--- src/rtl/kb_field_entry_ctrl.sv ---
// Keyboard-driven entry controller: pops PS/2 scan codes, filters break/extended
// prefixes, and turns digit keys into one range-checked write per committed field.
module kb_field_entry_ctrl #(
    parameter int TIMEOUT_CYCLES = 250000000
) (
    input  logic        clk,
    input  logic        rst,
    input  logic [7:0]  kb_data,
    input  logic        kb_ready,
    output logic        kb_nextdata_n,
    output logic [3:0]  cur_field,
    output logic        entry_active,
    output logic [2:0]  digit_count,
    output logic [13:0] entry_value,
    output logic        wr_en,
    output logic [3:0]  wr_field,
    output logic [13:0] wr_data,
    output logic        err,
    output logic [1:0]  err_code
);

    localparam int TW = (TIMEOUT_CYCLES > 2) ? $clog2(TIMEOUT_CYCLES) : 1;
    localparam logic [TW-1:0] TMO_LAST = TW'(TIMEOUT_CYCLES - 1);

    localparam logic [7:0] C_BRK   = 8'hF0;
    localparam logic [7:0] C_EXT   = 8'hE0;
    localparam logic [7:0] C_ENTER = 8'h5A;
    localparam logic [7:0] C_ESC   = 8'h76;
    localparam logic [7:0] C_BS    = 8'h66;
    localparam logic [7:0] C_TAB   = 8'h0D;

    typedef enum logic [1:0] {S_IDLE, S_ENTRY, S_COMMIT} state_t;

    state_t          state;
    logic [7:0]      byte_q;
    logic            byte_vld;
    logic            brk;
    logic            ext;
    logic [15:0]     digits;
    logic [TW-1:0]   tmo_cnt;

    logic            key_vld;
    logic            is_digit;
    logic [3:0]      digit_val;
    logic            is_enter;
    logic            is_esc;
    logic            is_bs;
    logic            is_tab;
    logic            in_range;
    logic [2:0]      max_digits;

    // A byte is a key only when it is neither a prefix nor a release code; after
    // E0 only the keypad Enter survives.
    always_comb begin
        key_vld = 1'b0;
        if (byte_vld && byte_q != C_BRK && byte_q != C_EXT && !brk) begin
            key_vld = !ext || (byte_q == C_ENTER);
        end
    end

    always_comb begin
        is_digit  = 1'b1;
        digit_val = 4'd0;
        case (byte_q)
            8'h45, 8'h70: digit_val = 4'd0;
            8'h16, 8'h69: digit_val = 4'd1;
            8'h1E, 8'h72: digit_val = 4'd2;
            8'h26, 8'h7A: digit_val = 4'd3;
            8'h25, 8'h6B: digit_val = 4'd4;
            8'h2E, 8'h73: digit_val = 4'd5;
            8'h36, 8'h74: digit_val = 4'd6;
            8'h3D, 8'h6C: digit_val = 4'd7;
            8'h3E, 8'h75: digit_val = 4'd8;
            8'h46, 8'h7D: digit_val = 4'd9;
            default:      is_digit  = 1'b0;
        endcase
        is_digit = is_digit && key_vld;
        is_enter = key_vld && (byte_q == C_ENTER);
        is_esc   = key_vld && (byte_q == C_ESC);
        is_bs    = key_vld && (byte_q == C_BS);
        is_tab   = key_vld && (byte_q == C_TAB);
    end

    assign entry_value = 14'(digits[15:12]) * 14'd1000 + 14'(digits[11:8]) * 14'd100 +
                         14'(digits[7:4]) * 14'd10 + 14'(digits[3:0]);

    assign max_digits = (cur_field == 4'd0) ? 3'd4 : 3'd2;

    always_comb begin
        case (cur_field)
            4'd0:       in_range = 1'b1;
            4'd1:       in_range = (entry_value >= 14'd1) && (entry_value <= 14'd12);
            4'd2:       in_range = (entry_value >= 14'd1) && (entry_value <= 14'd31);
            4'd3, 4'd6: in_range = (entry_value <= 14'd23);
            default:    in_range = (entry_value <= 14'd59);
        endcase
    end

    always_ff @(posedge clk) begin
        if (rst) begin
            state         <= S_IDLE;
            byte_q        <= 8'd0;
            byte_vld      <= 1'b0;
            brk           <= 1'b0;
            ext           <= 1'b0;
            digits        <= 16'd0;
            tmo_cnt       <= '0;
            kb_nextdata_n <= 1'b1;
            cur_field     <= 4'd0;
            entry_active  <= 1'b0;
            digit_count   <= 3'd0;
            wr_en         <= 1'b0;
            wr_field      <= 4'd0;
            wr_data       <= 14'd0;
            err           <= 1'b0;
            err_code      <= 2'd0;
        end else begin
            kb_nextdata_n <= 1'b1;
            byte_vld      <= 1'b0;
            wr_en         <= 1'b0;
            err           <= 1'b0;

            // A low kb_nextdata_n doubles as the one-cycle holdoff while the
            // receiver updates kb_ready after the pop.
            if (kb_ready && kb_nextdata_n && state != S_COMMIT) begin
                byte_q        <= kb_data;
                byte_vld      <= 1'b1;
                kb_nextdata_n <= 1'b0;
            end

            if (byte_vld) begin
                if (byte_q == C_BRK) begin
                    brk <= 1'b1;
                end else if (byte_q == C_EXT) begin
                    ext <= 1'b1;
                end else begin
                    brk <= 1'b0;
                    ext <= 1'b0;
                end
            end

            case (state)
                S_IDLE: begin
                    if (is_tab) begin
                        cur_field <= (cur_field == 4'd8) ? 4'd0 : cur_field + 4'd1;
                    end else if (is_enter) begin
                        state        <= S_ENTRY;
                        entry_active <= 1'b1;
                        digits       <= 16'd0;
                        digit_count  <= 3'd0;
                        tmo_cnt      <= '0;
                    end
                end
                S_ENTRY: begin
                    if (key_vld) begin
                        tmo_cnt <= '0;
                        if (is_digit) begin
                            if (digit_count < max_digits) begin
                                digits      <= {digits[11:0], digit_val};
                                digit_count <= digit_count + 3'd1;
                            end else begin
                                err      <= 1'b1;
                                err_code <= 2'd1;
                            end
                        end else if (is_bs) begin
                            if (digit_count != 3'd0) begin
                                digits      <= {4'd0, digits[15:4]};
                                digit_count <= digit_count - 3'd1;
                            end
                        end else if (is_esc || (is_enter && digit_count == 3'd0)) begin
                            state        <= S_IDLE;
                            entry_active <= 1'b0;
                            digits       <= 16'd0;
                            digit_count  <= 3'd0;
                        end else if (is_enter) begin
                            state        <= S_COMMIT;
                            entry_active <= 1'b0;
                        end
                    end else if (tmo_cnt == TMO_LAST) begin
                        state        <= S_IDLE;
                        entry_active <= 1'b0;
                        digits       <= 16'd0;
                        digit_count  <= 3'd0;
                        err          <= 1'b1;
                        err_code     <= 2'd3;
                    end else begin
                        tmo_cnt <= tmo_cnt + TW'(1);
                    end
                end
                S_COMMIT: begin
                    if (in_range) begin
                        wr_en    <= 1'b1;
                        wr_field <= cur_field;
                        wr_data  <= entry_value;
                    end else begin
                        err      <= 1'b1;
                        err_code <= 2'd2;
                    end
                    state       <= S_IDLE;
                    digits      <= 16'd0;
                    digit_count <= 3'd0;
                end
                default: state <= S_IDLE;
            endcase
        end
    end

endmodule

--- config.mk ---
export PLATFORM = sky130hd
export DESIGN_NAME = kb_field_entry_ctrl
export DESIGN_NICKNAME = d
export VERILOG_FILES = /design/src/rtl/kb_field_entry_ctrl.sv
export SDC_FILE = /design/constraint.sdc
export NUM_CORES = 1
export LEC_CHECK = 0
export CORE_MARGIN = 2
export CORE_UTILIZATION = 55
export DETAILED_ROUTE_END_ITERATION = 10
export PLACE_DENSITY = 0.77
export SLEW_MARGIN = 20
export SYNTH_ARGS = -nofsm -noshare
export SYNTH_HDL_FRONTEND = slang
export SYNTH_SLANG_ARGS = --single-unit
export TNS_END_PERCENT = 10
--- constraint.sdc ---
create_clock -name clk -period 17.17 [get_ports clk]
set_clock_uncertainty 0.1 [all_clocks]
set_input_delay 4.2925 -clock clk [delete_from_list [all_inputs] [get_ports clk]]
set_output_delay 4.2925 -clock clk [all_outputs]
set_load 0.05 [all_outputs]
Yosys cells after proc, flatten, opt, wreduce, memory -nomap -nowiden --
Index checks and enable logic that the tools add are counted.
Word-level totals: register bits 88, latch bits 0, RAM bits 0, memory bits (read-only) 0, input port bits 11, output and inout bits 45, word-level logic and storage cells 197, memories kept 0
Cells by class: $add $sub $neg 7, multipliers 3, divide/modulo/power cells 0, magnitude comparators 6, eq/ne operators 51, shift operators 0, mux-type cells 67, bitwise gates (word level) 2, reduce and logical (&&, ||, !) cells 45
Operator list (number):
- 16-bit two-way mux | 9
- 8-bit by 7-bit equality test with 1-bit output (second input constant) | 15
- 28-bit two-way mux | 4
- 28-bit one-hot mux with 2 select lines | 1
- 8-bit by 6-bit equality test with 1-bit output (second input constant) | 6
- 16-bit one-hot mux with 3 select lines | 1
- 4-bit one-hot mux with 9 select lines | 1
- 3-bit two-way mux | 10
- 28-bit by 1-bit adder with 28-bit output (second input constant) | 1
- 28-bit equality test (second input constant) | 1
- 14-bit by 5-bit <= comparator with 1-bit output (second input constant) | 2
- 2-bit two-way mux | 13
- 2-bit OR reduction | 11
- 1-bit two-way mux | 21
- 20-bit OR reduction | 1
- 3-bit inequality test (second input constant) | 6
- 8-bit by 5-bit equality test with 1-bit output (second input constant) | 2
- 8-bit equality test (second input constant) | 2
- 8-bit inequality test (second input constant) | 2
- 14-bit by 11-bit adder with 14-bit output | 1
- 14-bit by 4-bit adder with 14-bit output | 1
- 14-bit by 8-bit adder with 14-bit output | 1
- 14-bit by 1-bit >= comparator with 1-bit output (second input constant) | 1
- 14-bit by 4-bit <= comparator with 1-bit output (second input constant) | 1
- other kinds (37) | 67

Depth between registers and ports, before layout --
depth in word-level cells 13, gate-level depth with buffers 21, mapped depth without buffers 20

Worst setup path before layout --
OpenSTA, ideal clock, no wires.
path type register to output, from reg digits[13], to out entry_value[13], arrival time 4595 ps, data required time 12777 ps, slack 8182 ps, stages on the path, launching flop included 18, path buffers 0, path through dfxtp_1 > fa_1 > inv_1 > fa_1 > inv_1 > ha_1 > nor2b_1 > o21ai_0 > nand2_1 > xnor2_1 > ha_1 > ha_1 > ha_1 > o21a_1 > o21ai_0 > a311oi_1 > a211oi_1 > xnor3_1
Between the ends: longest elaborated chain between the ends 4
RTL lines:
- start: declaration | RTL line 39 | logic [15:0] digits;
- start signal: assignment | RTL line 159 | digits <= {digits[11:0], digit_val};
- start signal: assignment | RTL line 167 | digits <= {4'd0, digits[15:4]};
- 4-bit by 7-bit multiplier with 11-bit output | RTL line 84 | assign entry_value = 14'(digits[15:12]) * 14'd1000 + 14'(digits[11:8]) * 14'd100 +
- 14-bit by 11-bit adder with 14-bit output | RTL line 84
- 14-bit by 8-bit adder with 14-bit output | RTL line 84
- 14-bit by 4-bit adder with 14-bit output | RTL line 85 | 14'(digits[7:4]) * 14'd10 + 14'(digits[3:0]);
- end: declaration | RTL line 14 | output logic [13:0] entry_value,
No other way between the ends.

Final worst setup path --
from reg digits[14], to out entry_value[13]
Same word-level chain as after synthesis.

==> impl_metrics.csv <==
group,metric,value,unit
grt,grt_pass1_wl,27200,um
placed_design,placed_cells,944,
cts,cts.reportedPaths.clkPinSlew,0.07,ns
synth,synthSimpleGateAreaFrac,0.228,
cts,numCtsBuffers,9,
routing,viasPerCell,6.16,
cells_and_area,layout-drive-gt1-share,0.0490,
pwr,p_total,0.530,mW
cts,cts_root_buffer,"clkbuf_16",
setup_path,rrSetupSlack,10.92,ns
synth,syn-mean-instance-area,8.26,um2
setup_path,critPathMaxFanout,8,
pwr,power_density,72.4,nW/um2
grt,grt_use_met3,0.0616,
cts,clk_path_buf_depth,2,
setup_path,crit_type,"reg -> out",
cells_and_area,syn_to_final_growth,13.0,%
grt,grt.busiest_layer,"met2",
setup_path,worstReg2RegEnd,"err_code[1]",
synth,synth_ff_type,"dfxtp_1",
grt,grt_pass1_vias,5665,
cts,cts_hold_buf,0,
grt,grt.overflow.total,0,
setup_path,startpoint_type,"flop",
setup_path,rr_worst_depth,20,
routing,dr.pass1.iters,5,
sta,rsz0062_at_grt,"false",
synth,synth_top_family_by_area,"simple AND/OR/NAND/NOR gates",
grt,antenna_found_initial,0,
placed_design,dp_hpwl,11700,um
synth,ys_seq_area_frac,0.272,
setup_path,critPathArrivalTime,5.96,ns
sta,tightestPinTransition,0.856,ns
floorplanning,initial_core_util,0.565,
synth,post_synth_mux_area_share,0.0249,
routing,wl_per_cell,16.8,um
routing,wirelength,16100,um
sta,setup_tns,0,ns
routing,route.detailed.drc,0,
grt,grt.total_usage,0.260,
grt,met2_usage,0.404,
sta,fmax,0.0966,GHz
floorplanning,core_area,11500,um2
grt,met1_usage,0.363,
worst_hold_path,hp-class,"reg -> reg",
pwr,p_leak,2.97,nW
floorplanning,die_x,113,um
synth,synth_seq_cells,88,
cells_and_area,instances_no_fill,960,
routing,drt_iter0_drc,419,
sta,finalHoldViolCount,0,
floorplanning,dieArea,12700,um2
cts,cts_tree,"yes",
setup_path,required,12.78,ns
floorplanning,io_pins,56,
cells_and_area,final_area,7320,um2
cells_and_area,diodes,0,
cts,clock-sinks,88,
sta,max_slew_margin,0.427,
setup_path,endpoint_kind,"output port",
floorplanning,rows,39,
placed_design,gp_congestion,0.872,
synth,synth_warnings,0,
setup_path,r2r-start,"digits[14]",
sta,period_share,0.603,
placed_design,place_area,7040,um2
placed_design,io_buffer_count,55,
synth,synthCells,784,
worst_hold_path,worstHoldStart,"tmo_cnt[1]",
routing,via_count,5916,
synth,syn_area,6480,um2
cts,post_cts_resize_count,0,
worst_hold_path,min_to,"tmo_cnt[1]",
floorplanning,dieHeight,113,um
synth,syn_nets,875,
routing,ant_nets,0,
cts,cts.htree.levels,3,
cts,clkLatencyLatePin,0.35,ns
synth,async_flop_share,0,
sta,final.min_clock_period,10.36,ns
outcome,status,"finished, final reports clean",
synth,synthAdderAreaFrac,0.174,
placed_design,dp_slack,7.22,ns
cts,cts_setup_buffers,0,
synth,synth_compound_gate_area_share,0.191,
pwr,peakVddDrop,89.8,uV
setup_path,critPathLaunch,"digits[14]",
flow_run,cap_violations,0,
sta,fin_ws,6.81,ns
synth,ys_types,85,
worst_hold_path,min_path_cells,2,
cells_and_area,mostFrequentLayoutCell,"dfxtp_1",
sta,final_max_slew_viol_count,0,
grt,grt_max_degree,63,
cells_and_area,mostFrequentLayoutCells,"dfxtp_1, inv_1, nor2_1",
sta,report.final.setup_viol,0,
synth,synth_edf_count,0,
synth,synth-xor-area-share,0.0454,
cells_and_area,nNetsFinal,903,
==> cell usage after synthesis (4+ instances only) <==
| library cell | count | area (um2) |
|---|---|---|
| xor2_1 | 17 | 149 |
| clkbuf_1 | 25 | 93.8 |
| nand2b_1 | 4 | 25.0 |
| nand3_1 | 40 | 200 |
| inv_1 | 65 | 244 |
| nor2_1 | 65 | 244 |
| or4_1 | 6 | 45.0 |
| dfxtp_1 | 88 | 1760 |
| nor3b_1 | 5 | 37.5 |
| a211oi_1 | 5 | 37.5 |
| xnor2_1 | 14 | 123 |
| nand4_1 | 12 | 75.1 |
| nor3_1 | 16 | 80.1 |
| a21oi_1 | 59 | 295 |
| and2_1 | 4 | 25.0 |
| o21ai_0 | 41 | 205 |
| nor4b_1 | 5 | 43.8 |
| and3b_1 | 4 | 35.0 |
| a31oi_1 | 5 | 31.3 |
| a21o_1 | 7 | 52.6 |
| a221oi_1 | 9 | 78.8 |
| fa_1 | 17 | 340 |
| o31ai_1 | 4 | 30.0 |
| nor4_1 | 6 | 37.5 |
| buf_2 | 12 | 60.1 |
| ha_1 | 63 | 788 |
| nand2_1 | 58 | 218 |
| nor2b_1 | 9 | 56.3 |
| mux2i_1 | 15 | 150 |
| or3_1 | 12 | 75.1 |
| and3_1 | 5 | 31.3 |
| or2_2 | 6 | 37.5 |
| o211ai_1 | 5 | 37.5 |
==> worst max-delay path by stage <==
stage                       to  slack, ns  cells past startpoint
6_report       entry_value[13]       6.81                     18
5_1_grt        entry_value[13]       6.41                     18
4_1_cts        entry_value[13]       6.81                     18
3_5_place_dp   entry_value[13]       7.22                     18
3_3_place_gp   entry_value[13]       7.36                     18
2_1_floorplan  entry_value[13]       8.18                     17
==> flip-flops by register name, summed over array words and instances (netlist names), 2 cells and up <==
register / count
byte_q: 8
cur_field: 4
state: 2
digit_count: 3
tmo_cnt: 28
wr_field: 4
digits: 16
err_code: 2
wr_data: 14
==> power breakdown <==
| part | total (mW) | switching, mW | internal (mW) | leakage [nW] |
|---|---|---|---|---|
| Clock | 0.187 | 0.0850 | 0.102 | 0.136 |
| Sequential | 0.219 | 0.0100 | 0.209 | 0.711 |
| Combinational | 0.124 | 0.0795 | 0.0449 | 2.12 |
| Total | 0.530 | 0.174 | 0.355 | 2.97 |
==> stage by stage <==
step / hold WS [ns] / utilization
after global placement: 0.349 / 0.614
after global routing: 0.407 / 0.638
after detailed placement: 0.368 / 0.614
after floorplan: 0.337 / -
after CTS: 0.377 / 0.638
final: 0.372 / 0.638
==> kinds of logic (layout without fill, tap and decap cells) <==
kind of cell    Yosys count  in the layout
flops                    88             88
mux                      16             16
buf+inv                 105            138
compound gates          183            183
simple gates            280            280
xor+xnor                 32             32
fa+ha+maj                80             80
==> critical path, stage by stage (launching register included) <==
cell and delay [ns]:
dfxtp_1 0.41, fa_1 0.62, inv_1 0.11, fa_1 0.51, inv_1 0.04, ha_1 0.33, nor2b_1 0.14, o21ai_0 0.22
nand2_1 0.11, xnor2_1 0.13, ha_1 0.29, ha_1 0.29, ha_1 0.32, o21a_1 0.15, o21ai_0 0.30, a311oi_1 0.10
a211oi_1 0.29, xnor3_1 0.37, clkdlybuf4s50_1 0.88
==> layer usage <==
layer  vias up  wire length, um  part of all wire
met5         -                0                 0
met2       215             7270              0.45
met4         0              234             0.015
li1       2861                -                 -
met3        20             1070             0.067
met1      2820             7500              0.47
==> layout make-up <==
| type | count | area, um2 |
|---|---|---|
| repair buffers | 57 | 561 |
| fillers | 956 | 4150 |
| clock inverters | 5 | 31.3 |
| multi-input cells | 591 | 4300 |
| clock buffers | 11 | 243 |
| inverters | 65 | 244 |
| well taps | 143 | 179 |
| flip-flops and latches | 88 | 1760 |
Power figures use the tool's default switching activity.
